**config.mk**
```make
export PLATFORM = sky130hd
export DESIGN_NAME = mem_copy_dma_flat
export DESIGN_NICKNAME = d
export VERILOG_FILES = /design/src/rtl/mem_copy_dma_if.sv /design/src/rtl/mem_copy_dma.sv /design/src/flat_wrapper.sv
export SDC_FILE = /design/constraint.sdc
export NUM_CORES = 1
export LEC_CHECK = 0
export CORE_UTILIZATION = 52
export DETAILED_ROUTE_END_ITERATION = 6
export GPL_TIMING_DRIVEN = 0
export PLACE_DENSITY = 0.79
export RECOVER_POWER = 25
export SYNTH_ARGS = -nofsm -noshare
export SYNTH_HDL_FRONTEND = slang
export SYNTH_SLANG_ARGS = --single-unit
```
**constraint.sdc**
```tcl
create_clock -name clk -period 8.8 [get_ports clk]
set_clock_uncertainty 0.2 [all_clocks]
set_input_delay 1.76 -clock clk [delete_from_list [all_inputs] [get_ports clk]]
set_output_delay 1.76 -clock clk [all_outputs]
set_load 0.05 [all_outputs]
```
**src/rtl/mem_copy_dma_if.sv**
```systemverilog
// ============================================================================
// Module   : mem_copy_dma_if
// Purpose  : Native valid/ready memory bus used by the block-copy initiator.
// Revision : 1.0
// ============================================================================
`default_nettype none

interface mem_copy_dma_if;
  logic        mem_valid;
  logic        mem_instr;
  logic        mem_ready;
  logic [31:0] mem_addr;
  logic [31:0] mem_wdata;
  logic [3:0]  mem_wstrb;
  logic [31:0] mem_rdata;

  modport master (
    output mem_valid, mem_instr, mem_addr, mem_wdata, mem_wstrb,
    input  mem_ready, mem_rdata
  );

  modport slave (
    input  mem_valid, mem_instr, mem_addr, mem_wdata, mem_wstrb,
    output mem_ready, mem_rdata
  );
endinterface

`default_nettype wire

```
**src/rtl/mem_copy_dma.sv**
```systemverilog
// ============================================================================
// Module   : mem_copy_dma
// Purpose  : Bus initiator copying a block of 32-bit words, one read then one
//            write per word, with a per-transaction stall watchdog.
// Revision : 1.0
// ============================================================================
`default_nettype none

module mem_copy_dma #(
  parameter int LEN_W   = 8,
  parameter int TIMEOUT = 256
) (
  input  logic             clk,
  input  logic             reset,
  input  logic             start_i,
  input  logic [31:0]      src_addr_i,
  input  logic [31:0]      dst_addr_i,
  input  logic [LEN_W-1:0] len_i,
  output logic             busy_o,
  output logic             done_o,
  output logic             err_o,
  output logic [LEN_W-1:0] words_done_o,
  mem_copy_dma_if.master   mem
);

  localparam int WD_W = $clog2(TIMEOUT + 1);

  typedef enum logic [2:0] {
    S_IDLE = 3'd0,
    S_RD   = 3'd1,
    S_RGAP = 3'd2,
    S_WR   = 3'd3,
    S_WGAP = 3'd4,
    S_FIN  = 3'd5
  } state_t;

  state_t           state_q, state_d;
  logic [31:0]      src_q, src_d;
  logic [31:0]      dst_q, dst_d;
  logic [LEN_W-1:0] rem_q, rem_d;
  logic [31:0]      data_q, data_d;
  logic [WD_W-1:0]  wd_q, wd_d;
  logic             busy_q, busy_d;
  logic             done_q, done_d;
  logic             err_q, err_d;
  logic [LEN_W-1:0] wcnt_q, wcnt_d;
  logic             valid_q, valid_d;
  logic [31:0]      addr_q, addr_d;
  logic [31:0]      wdata_q, wdata_d;
  logic [3:0]       wstrb_q, wstrb_d;

  logic fire;
  logic stall;
  logic expired;

  assign fire    = valid_q && mem.mem_ready;
  assign stall   = valid_q && !mem.mem_ready;
  assign expired = stall && (wd_q == WD_W'(TIMEOUT - 1));

  always_comb begin
    state_d = state_q;
    src_d   = src_q;
    dst_d   = dst_q;
    rem_d   = rem_q;
    data_d  = data_q;
    wd_d    = stall ? wd_q + 1'b1 : '0;
    busy_d  = busy_q;
    done_d  = 1'b0;
    err_d   = err_q;
    wcnt_d  = wcnt_q;
    valid_d = valid_q;
    addr_d  = addr_q;
    wdata_d = wdata_q;
    wstrb_d = wstrb_q;

    case (state_q)
      S_IDLE: begin
        // busy is still high during the done cycle, so a start there is dropped
        if (busy_q) begin
          busy_d = 1'b0;
        end else if (start_i) begin
          busy_d  = 1'b1;
          err_d   = 1'b0;
          wcnt_d  = '0;
          src_d   = src_addr_i & ~32'd3;
          dst_d   = dst_addr_i & ~32'd3;
          rem_d   = len_i;
          if (len_i == '0) begin
            state_d = S_FIN;
          end else begin
            state_d = S_RD;
            valid_d = 1'b1;
            addr_d  = src_addr_i & ~32'd3;
            wstrb_d = 4'b0000;
          end
        end
      end
      S_RD: begin
        if (fire) begin
          data_d  = mem.mem_rdata;
          src_d   = src_q + 32'd4;
          valid_d = 1'b0;
          state_d = S_RGAP;
        end
      end
      S_RGAP: begin
        valid_d = 1'b1;
        addr_d  = dst_q;
        wdata_d = data_q;
        wstrb_d = 4'b1111;
        state_d = S_WR;
      end
      S_WR: begin
        if (fire) begin
          dst_d   = dst_q + 32'd4;
          wcnt_d  = wcnt_q + 1'b1;
          rem_d   = rem_q - 1'b1;
          valid_d = 1'b0;
          wstrb_d = 4'b0000;
          state_d = (rem_q == LEN_W'(1)) ? S_FIN : S_WGAP;
        end
      end
      S_WGAP: begin
        valid_d = 1'b1;
        addr_d  = src_q;
        wstrb_d = 4'b0000;
        state_d = S_RD;
      end
      S_FIN: begin
        done_d  = 1'b1;
        state_d = S_IDLE;
      end
      default: state_d = S_IDLE;
    endcase

    // watchdog abort overrides any pending transaction in RD or WR
    if (expired && (state_q == S_RD || state_q == S_WR)) begin
      valid_d = 1'b0;
      wstrb_d = 4'b0000;
      err_d   = 1'b1;
      state_d = S_FIN;
    end
  end

  always_ff @(posedge clk or posedge reset) begin
    if (reset) begin
      state_q <= S_IDLE;
      src_q   <= '0;
      dst_q   <= '0;
      rem_q   <= '0;
      data_q  <= '0;
      wd_q    <= '0;
      busy_q  <= 1'b0;
      done_q  <= 1'b0;
      err_q   <= 1'b0;
      wcnt_q  <= '0;
      valid_q <= 1'b0;
      addr_q  <= '0;
      wdata_q <= '0;
      wstrb_q <= '0;
    end else begin
      state_q <= state_d;
      src_q   <= src_d;
      dst_q   <= dst_d;
      rem_q   <= rem_d;
      data_q  <= data_d;
      wd_q    <= wd_d;
      busy_q  <= busy_d;
      done_q  <= done_d;
      err_q   <= err_d;
      wcnt_q  <= wcnt_d;
      valid_q <= valid_d;
      addr_q  <= addr_d;
      wdata_q <= wdata_d;
      wstrb_q <= wstrb_d;
    end
  end

  assign busy_o        = busy_q;
  assign done_o        = done_q;
  assign err_o         = err_q;
  assign words_done_o  = wcnt_q;
  assign mem.mem_valid = valid_q;
  assign mem.mem_instr = 1'b0;
  assign mem.mem_addr  = addr_q;
  assign mem.mem_wdata = wdata_q;
  assign mem.mem_wstrb = wstrb_q;

endmodule

`default_nettype wire

```
**src/flat_wrapper.sv**
```systemverilog
// flat-port wrapper written by rule: the top's interface ports become plain ports
module mem_copy_dma_flat 
#(
  parameter int LEN_W   = 8,
  parameter int TIMEOUT = 256
)
  (clk, reset, start_i, src_addr_i, dst_addr_i, len_i, busy_o, done_o, err_o, words_done_o, mem_mem_valid, mem_mem_instr, mem_mem_addr, mem_mem_wdata, mem_mem_wstrb, mem_mem_ready, mem_mem_rdata);
  mem_copy_dma_if mem_i ();
  input  logic clk;
  input  logic reset;
  input  logic start_i;
  input  logic [31:0] src_addr_i;
  input  logic [31:0] dst_addr_i;
  input  logic [LEN_W-1:0] len_i;
  output logic busy_o;
  output logic done_o;
  output logic err_o;
  output logic [LEN_W-1:0] words_done_o;
  output wire logic [$bits(mem_i.mem_valid)-1:0] mem_mem_valid;
  output wire logic [$bits(mem_i.mem_instr)-1:0] mem_mem_instr;
  output wire logic [$bits(mem_i.mem_addr)-1:0] mem_mem_addr;
  output wire logic [$bits(mem_i.mem_wdata)-1:0] mem_mem_wdata;
  output wire logic [$bits(mem_i.mem_wstrb)-1:0] mem_mem_wstrb;
  input wire logic [$bits(mem_i.mem_ready)-1:0] mem_mem_ready;
  input wire logic [$bits(mem_i.mem_rdata)-1:0] mem_mem_rdata;
  assign mem_mem_valid = mem_i.mem_valid;
  assign mem_mem_instr = mem_i.mem_instr;
  assign mem_mem_addr = mem_i.mem_addr;
  assign mem_mem_wdata = mem_i.mem_wdata;
  assign mem_mem_wstrb = mem_i.mem_wstrb;
  assign mem_i.mem_ready = mem_mem_ready;
  assign mem_i.mem_rdata = mem_mem_rdata;
  mem_copy_dma #(.LEN_W(LEN_W), .TIMEOUT(TIMEOUT)) u_core (.clk(clk), .reset(reset), .start_i(start_i), .src_addr_i(src_addr_i), .dst_addr_i(dst_addr_i), .len_i(len_i), .busy_o(busy_o), .done_o(done_o), .err_o(err_o), .words_done_o(words_done_o), .mem(mem_i));
endmodule
```
==> impl_results.md, run 1 <==
* WL/cell at 20.2 um
* Clock buffer depth at 2
* Internal at 2.64 mW
* Tcrit/Tclk final at 0.578
* Sequential area share after synthesis at 0.491
* Htree depth at 4
* Vias in the first global route at ~8.6k
* Final Critical Period at 5.08 ns
* Via count at approximately 9.2k
* Largest net degree at the start of global routing at 99
* Critical path type: in -> async
* Crit path largest cell delay at 2.32 ns
* Hold buffers post-CTS at 0
* Crit start category: input pin
* Worst slack, placed at approximately 4.4 ns
* CTS sink count at 188
* Share of the synthesized area in the top cell type at 0.491
* Die Height at 138 um
* Path depth of the worst reg2reg path at 7
* Diodes inserted at 0
* Final Hold Viols at 0
* Area growth, synth to finish at 29.0%
* Layout cells sized above 1 at 0.0769
* Nets@finish at 1363
* Clock root buffer: clkbuf_16
* Post-Syn Area at 9580 um^2
* GPL Wtd Cong at 0.947
* Clock Latency Late Sink at 0.44 ns
* Global-route wire length before repair at 46100 um
* Post-Syn Nets at 1160
* Synthesized flop and latch total at 188
* Synth warn at 0
* CP cell instances: dlygate4sd3_1 -> clkinvlp_2
* Critical path peak fanout at about 90
* Number of vias per cell at 6.18
* Buffers on Ports at about 180
* Switching Share at 0.476
* Main synth FF type: dfrtp_1
* Max Clk Rate at 197 MHz
* Top cell type by total area after synthesis: dfrtp_1
* CTS tree: done
* Netlist cell types at 63
* Area contributors post-synth: dfrtp_1 49%, nand2_1 7.7%, o21ai_0 4.0%, mux2_2 3.9%, a21oi_1 3.4%
* Final worst slack at 3.72 ns
* Clock transition at path regs at 0.06 ns
* PD cells at 408 nW/um^2
* Design Power at 5.04 mW
* DRC at 0
* TritonCTS buffer count at 17
* Initial Util at 0.531
* Status: finished, violations left
* DIE WIDTH at 138 um
* Cell with the most instances after synthesis: nand2_1
* R2r setup slk at 5.79 ns
* Net Sw Power at 2.40 mW
* Clk pwr share at 0.167
* Combinational Power Share at 0.515
* Total track usage at 0.322
* First-pass DRT Iterations at 5
* Reg-to-reg startpoint: u_core.state_q[1]
* Resized Gates After CTS at 0
* FP Rows at 49
* EDFF count, synth at 0
* Failing checks: max-capacitance violations, max-slew violations
* Syn_area_per_cell at about 9.2 um^2
* Critical-path top delay cell: clkinvlp_2
* DRT iter0 DRCs at 956
* Max IR drop VDD at 271 uV
* Sequential Power Share at 0.318
* Final setup vio count at 0
* CP bufs+invs at 2
* CP Capture Type: asynchronous set/reset pin
* # Post-CTS Setup Buffers at 0
* Die area at 19000 um^2
* Maxcap violations at 1
* Dpl hpwl at 21600 um
* Worst Max-Slew Pin Slew at 4.17 ns
* Critical path data required time at 8.42 ns
* RSZ-0062 raised after global routing: false
* Antenna violation net count after detailed routing at 0
* WL final at 30100 um
* CP arrival at 4.70 ns
* Core Region at 18000 um^2
* Worst Hold Class: reg -> reg
* CP Depth at 2
* Total global routing overflow at 0
* Hold_sp: u_core.data_q[12]
* R2r endpoint: u_core.dst_q[13]
* Mapped Cells at 1045
* Worst setup path start: reset
* Leak Pwr at 5.16 nW
* WHS Path Cells at 2
* Share of flip-flops with an asynchronous set or reset at 1.00
* Slew Viols, Final at 91
* Worst hold endpoint: u_core.data_q[12]
* CP delay by family, top: buffers and inverters
* Worst slew margin at -1.79
* Hold WS at 0.279 ns
* IO Count at 189
* Most frequent cells after synthesis: 197 x nand2_1, 188 x dfrtp_1, 77 x o21ai_0, 67 x nor2_1, 66 x a21oi_1
* Initial antenna violation count at 0
[per-layer routing]
| layer | up-vias | global-route usage | routed length, um |
|---|---|---|---|
| met5 | - | 0 | 0 |
| met1 | 4462 | 0.450 | 12900 |
| met3 | 76 | 0.0603 | 2370 |
| li1 | 4212 | - | - |
| met2 | 453 | 0.503 | 14000 |
| met4 | 0 | 0.107 | 827 |
[worst max path at each step]
stage,end,slack (ns)
floorplan,u_core.busy_o,1.73
global placement,u_core.data_q[2],-0.82
detailed placement,u_core.mem.mem_addr[4],4.38
CTS,u_core.src_q[12],4.81
global route,u_core.src_q[31],3.10
finish,u_core.words_done_o[7],3.72
[power groups by stage]
| stage | clock network, mW | registers, mW | logic (mW) |
|---|---|---|---|
| 5_1_grt | 0.880 | 1.64 | 2.78 |
| 4_1_cts | 0.845 | 1.59 | 2.57 |
| 6_report | 0.841 | 1.60 | 2.59 |
| 3_3_place_gp | 0 | 1.58 | 2.50 |
| 2_1_floorplan | 0 | 1.99 | 1.28 |
| 3_5_place_dp | 0 | 1.59 | 2.55 |
[through the flow]
stage	setup TNS, ns	std cells	utilization	instance area, um^2
5_1_grt	0	1490	0.685	12400
2_1_floorplan	0	1045	-	9580
6_report	0	1490	0.685	12400
4_1_cts	0	1490	0.686	12400
3_3_place_gp	-152.29	1457	0.649	11700
3_5_place_dp	0	1458	0.651	11700
[placed cells by master (no fill, tap or decap), types with 33 or more instances in the layout]
cell type        Yosys  final
o22a_1              37     37
o22ai_1             49     49
clkdlybuf4s50_1      0    182
mux2_2              33     33
nand3_1             36     36
dfrtp_1            188    188
a21oi_1             66     66
o21ai_0             77     77
clkbuf_1            46     52
nand2_1            197    197
nor2_1              67     67
[final cells by class]
class,count,area (um^2)
timing repair buffer,184,1860
tap,229,287
clock buffer,18,429
inverter,11,42.5
fill,1479,5670
buffer,74,328
clock inverter,14,205
sequential,188,4700
multi-input combinational,772,4500
[worst reg2reg max path, cell delays in order, from the launching register on]
cell and delay, ns:
dfrtp_1 0.48, clkbuf_1 0.37, nor2b_1 0.52, nand2_1 0.45, clkbuf_1 0.41, a21oi_1 0.22
nor2_1 0.06, o22a_1 0.21
[registers in the layout, indices dropped and copies added (netlist names)]
name                  flops
u_core.mem.mem_addr      31
u_core.mem.mem_wstrb      1
u_core.src_q             30
u_core.data_q            32
u_core.mem.mem_valid      1
u_core.rem_q              8
u_core.busy_o             1
u_core.words_done_o       8
u_core.wd_q               9
u_core.state_q            3
u_core.mem.mem_wdata     32
u_core.err_o              1
u_core.done_o             1
u_core.dst_q             30
[cells by family after synthesis]
group	count (synthesis)	share of synthesized area
compound gates	296	0.198
xor+xnor	10	0.00915
fa+ha+maj	7	0.00915
buf+inv	85	0.0393
flops	188	0.491
mux	36	0.0419
other cells	1	0.000392
simple gates	422	0.211
Power figures use the tool's default switching activity.
==> run 2, diff against run 1 <==
==> constraint.sdc (replaced) <==
create_clock -name clk -period 5.1 [get_ports clk]
set_clock_uncertainty 0.2 [all_clocks]
set_input_delay 1.02 -clock clk [delete_from_list [all_inputs] [get_ports clk]]
set_output_delay 1.02 -clock clk [all_outputs]
set_load 0.05 [all_outputs]
==> run 2 against run 1 <==
- the run now ends clean
- sequential share of layout area decreased by 0.054 points
- flip-flop and latch count unchanged
- power rose by 70%
- combinational power is 73% higher
- global-route usage is 0.42 points lower
- critical path depth up 4
- via count rose by 0.58%
- non-clock buffer count rose by 3
- sequential power increased by 72%
- core utilization grew 0.097 points
- critical endpoint is now u_core.src_q[12]
- largest cell class unchanged
- largest power group unchanged
==> impl_results.md, run 2 (same netlist as run 1, synthesis figures left out) <==
* Total global routing overflow at 0 (unchanged)
* Tcrit/Tclk final at 0.660
* Most frequent cells in the layout: 197 x nand2_1, 188 x dfrtp_1, 180 x clkdlybuf4s50_1 (was 197 x nand2_1, 188 x dfrtp_1, 182 x clkdlybuf4s50_1)
* Worst Max-Slew Pin Slew at 1.34 ns (was 4.17 ns)
* Clock root buffer: clkbuf_16 (unchanged)
* DRT iter0 DRCs at 1075 (was 956)
* Max Clk Rate at 297 MHz
* Critical path peak fanout at 10 (was 91)
* WL final at 29600 um (was 30100 um)
* Status: completed (was finished, violations left)
* Worst hold endpoint: u_core.data_q[28] (was u_core.data_q[12])
* RSZ-0062 raised after global routing: false (unchanged)
* CP Capture Type: flip-flop (was asynchronous set/reset pin)
* Slew Viols, Final at 0 (was 91)
* Die Height at 138 um (unchanged)
* TritonCTS buffer count at 17 (unchanged)
* CTS sink count at 188 (unchanged)
* Nets@finish at 1366 (was 1363)
* R2r endpoint: u_core.dst_q[17] (was u_core.dst_q[13])
* Initial Util at 0.531 (unchanged)
* Most common cell after layout, fill and taps aside: nand2_1 (unchanged)
* PD cells at 693 nW/um^2 (was 408 nW/um^2)
* # Post-CTS Setup Buffers at 0 (unchanged)
* Reg-to-reg startpoint: u_core.state_q[1] (unchanged)
* Crit start category: input pin (unchanged)
* Hold buffers post-CTS at 0 (unchanged)
* Clock Latency Late Sink at 0.44 ns (about the same)
* Max IR drop VDD at 442 uV (was 271 uV)
* Leak Pwr at 5.16 nW (about the same)
* Layout cells sized above 1 at 0.0807 (was 0.0769)
* R2r setup slk at 2.12 ns (was 5.79 ns)
* Clock transition at path regs at 0.07 ns (was 0.06 ns)
* Dpl hpwl at 21500 um (was 21600 um)
* Final Hold Viols at 0 (unchanged)
* Largest net degree at the start of global routing at 44 (was 99)
* Core Region at 18000 um^2 (unchanged)
* WL/cell at 19.8 um (was 20.2 um)
* Worst Hold Class: reg -> reg (unchanged)
* Total track usage at 0.318 (was 0.322)
* Critical path data required time at 5.22 ns (was 8.42 ns)
* Vias in the first global route at 8374 (was 8637)
* Initial antenna violation count at 0 (unchanged)
* Worst slew margin at 0.0997 (was -1.79)
* Path depth of the worst reg2reg path at 6 (was 7)
* Setup tns final at 0 ns (unchanged)
* Htree depth at 4 (unchanged)
* Design Area, Final at 12400 um^2 (about the same)
* CTS tree: done (unchanged)
* Antenna violation net count after detailed routing at 0 (unchanged)
* Area growth, synth to finish at 29.1% (was 29.0%)
* FP Rows at 49 (unchanged)
* Hold WS at 0.272 ns (was 0.279 ns)
* Clock buffer depth at 2 (unchanged)
* Placed instance area at 11800 um^2 (was 11700 um^2)
* Die area at 19000 um^2 (unchanged)
* Resized Gates After CTS at 0 (unchanged)
* Final setup vio count at 0 (unchanged)
* Design Power at 8.57 mW (was 5.04 mW)
* Maxcap violations at 0 (was 1)
* Via count at 9256 (was 9203)
* CP arrival at 3.48 ns (was 4.70 ns)
* IO Count at 189 (unchanged)
* Number of vias per cell at 6.20 (was 6.18)
* GPL Wtd Cong at 0.918 (was 0.947)
* DIE WIDTH at 138 um (unchanged)
* WHS Path Cells at 2 (unchanged)
* Critical path type: in -> reg (was in -> async)
* Diodes inserted at 0 (unchanged)
* Global-route wire length before repair at 45600 um (was 46100 um)
* DRC at 0 (unchanged)
* First-pass DRT Iterations at 6 (was 5)
* Hold_sp: u_core.data_q[28] (was u_core.data_q[12])
* Filler cell count in the final layout at 1459 (was 1479)
* Final Critical Period at 3.36 ns
* Buffers on Ports at 183 (unchanged)
run 2: cell types whose count changed in the layout (fill, tap and decap cells not counted):
cell / delta
buf_12: +4
bufinv_16: -3
clkinvlp_4: +3
inv_8: +3
clkbuf_1: -2
clkdlybuf4s50_1: -2
clkinv_4: -2
clkinv_8: +2
dlygate4sd3_1: +2
buf_16: -1
buf_2: +1
clkinv_2: -1
inv_6: -1
run 2: final cells by class:
cell class | instances | area (um^2) | area share
flip-flops and latches | 188 | 4700 | 0.380
multi-input cells | 772 | 4500 | 0.363
repair buffers | 187 | 1910 | 0.155
clock buffers | 17 | 425 | 0.0344
plain buffers | 74 | 329 | 0.0266
well taps | 229 | 287 | 0.0232
clock inverters | 15 | 173 | 0.0140
inverters | 11 | 42.5 | 0.00344
run 2: worst max-delay path by stage:
stage,start,slack (ns),cells past startpoint,to
after floorplan,reset,1.46,1,u_core.busy_o
after global placement,reset,-0.04,2,u_core.mem.mem_addr[7]
after detailed placement,mem_mem_ready,1.45,6,u_core.src_q[12]
after CTS,mem_mem_ready,1.87,6,u_core.src_q[12]
after global routing,mem_mem_ready,1.60,6,u_core.src_q[11]
final,mem_mem_ready,1.74,6,u_core.src_q[12]
run 2: worst max-delay path: stages:
cell           delay [ns]
dlygate4sd3_1        0.67
and3b_1              0.25
a22oi_1              0.62
clkbuf_1             0.52
a21oi_1              0.08
o2bb2a_1             0.31
run 2: where the power goes:
part | internal, mW | switching [mW]
registers | 2.15 | 0.612
logic | 1.57 | 2.89
clock network | 0.700 | 0.646
run 2: routing by layer:
metal,track usage,vias up,share of wire
met3,0.0629,55,0.090
li1,-,4209,-
met4,0.0924,0,0.021
met1,0.455,4472,0.42
met5,0,-,0
met2,0.486,520,0.47
run 2: through the flow:
stage / utilization / std cells / setup slack [ns]
after detailed placement: 0.653 / 1461 / 1.45
after CTS: 0.687 / 1493 / 1.87
after global placement: 0.649 / 1457 / -0.0412
after floorplan: - / 1045 / 1.46
after global routing: 0.686 / 1493 / 1.60
final: 0.686 / 1493 / 1.74
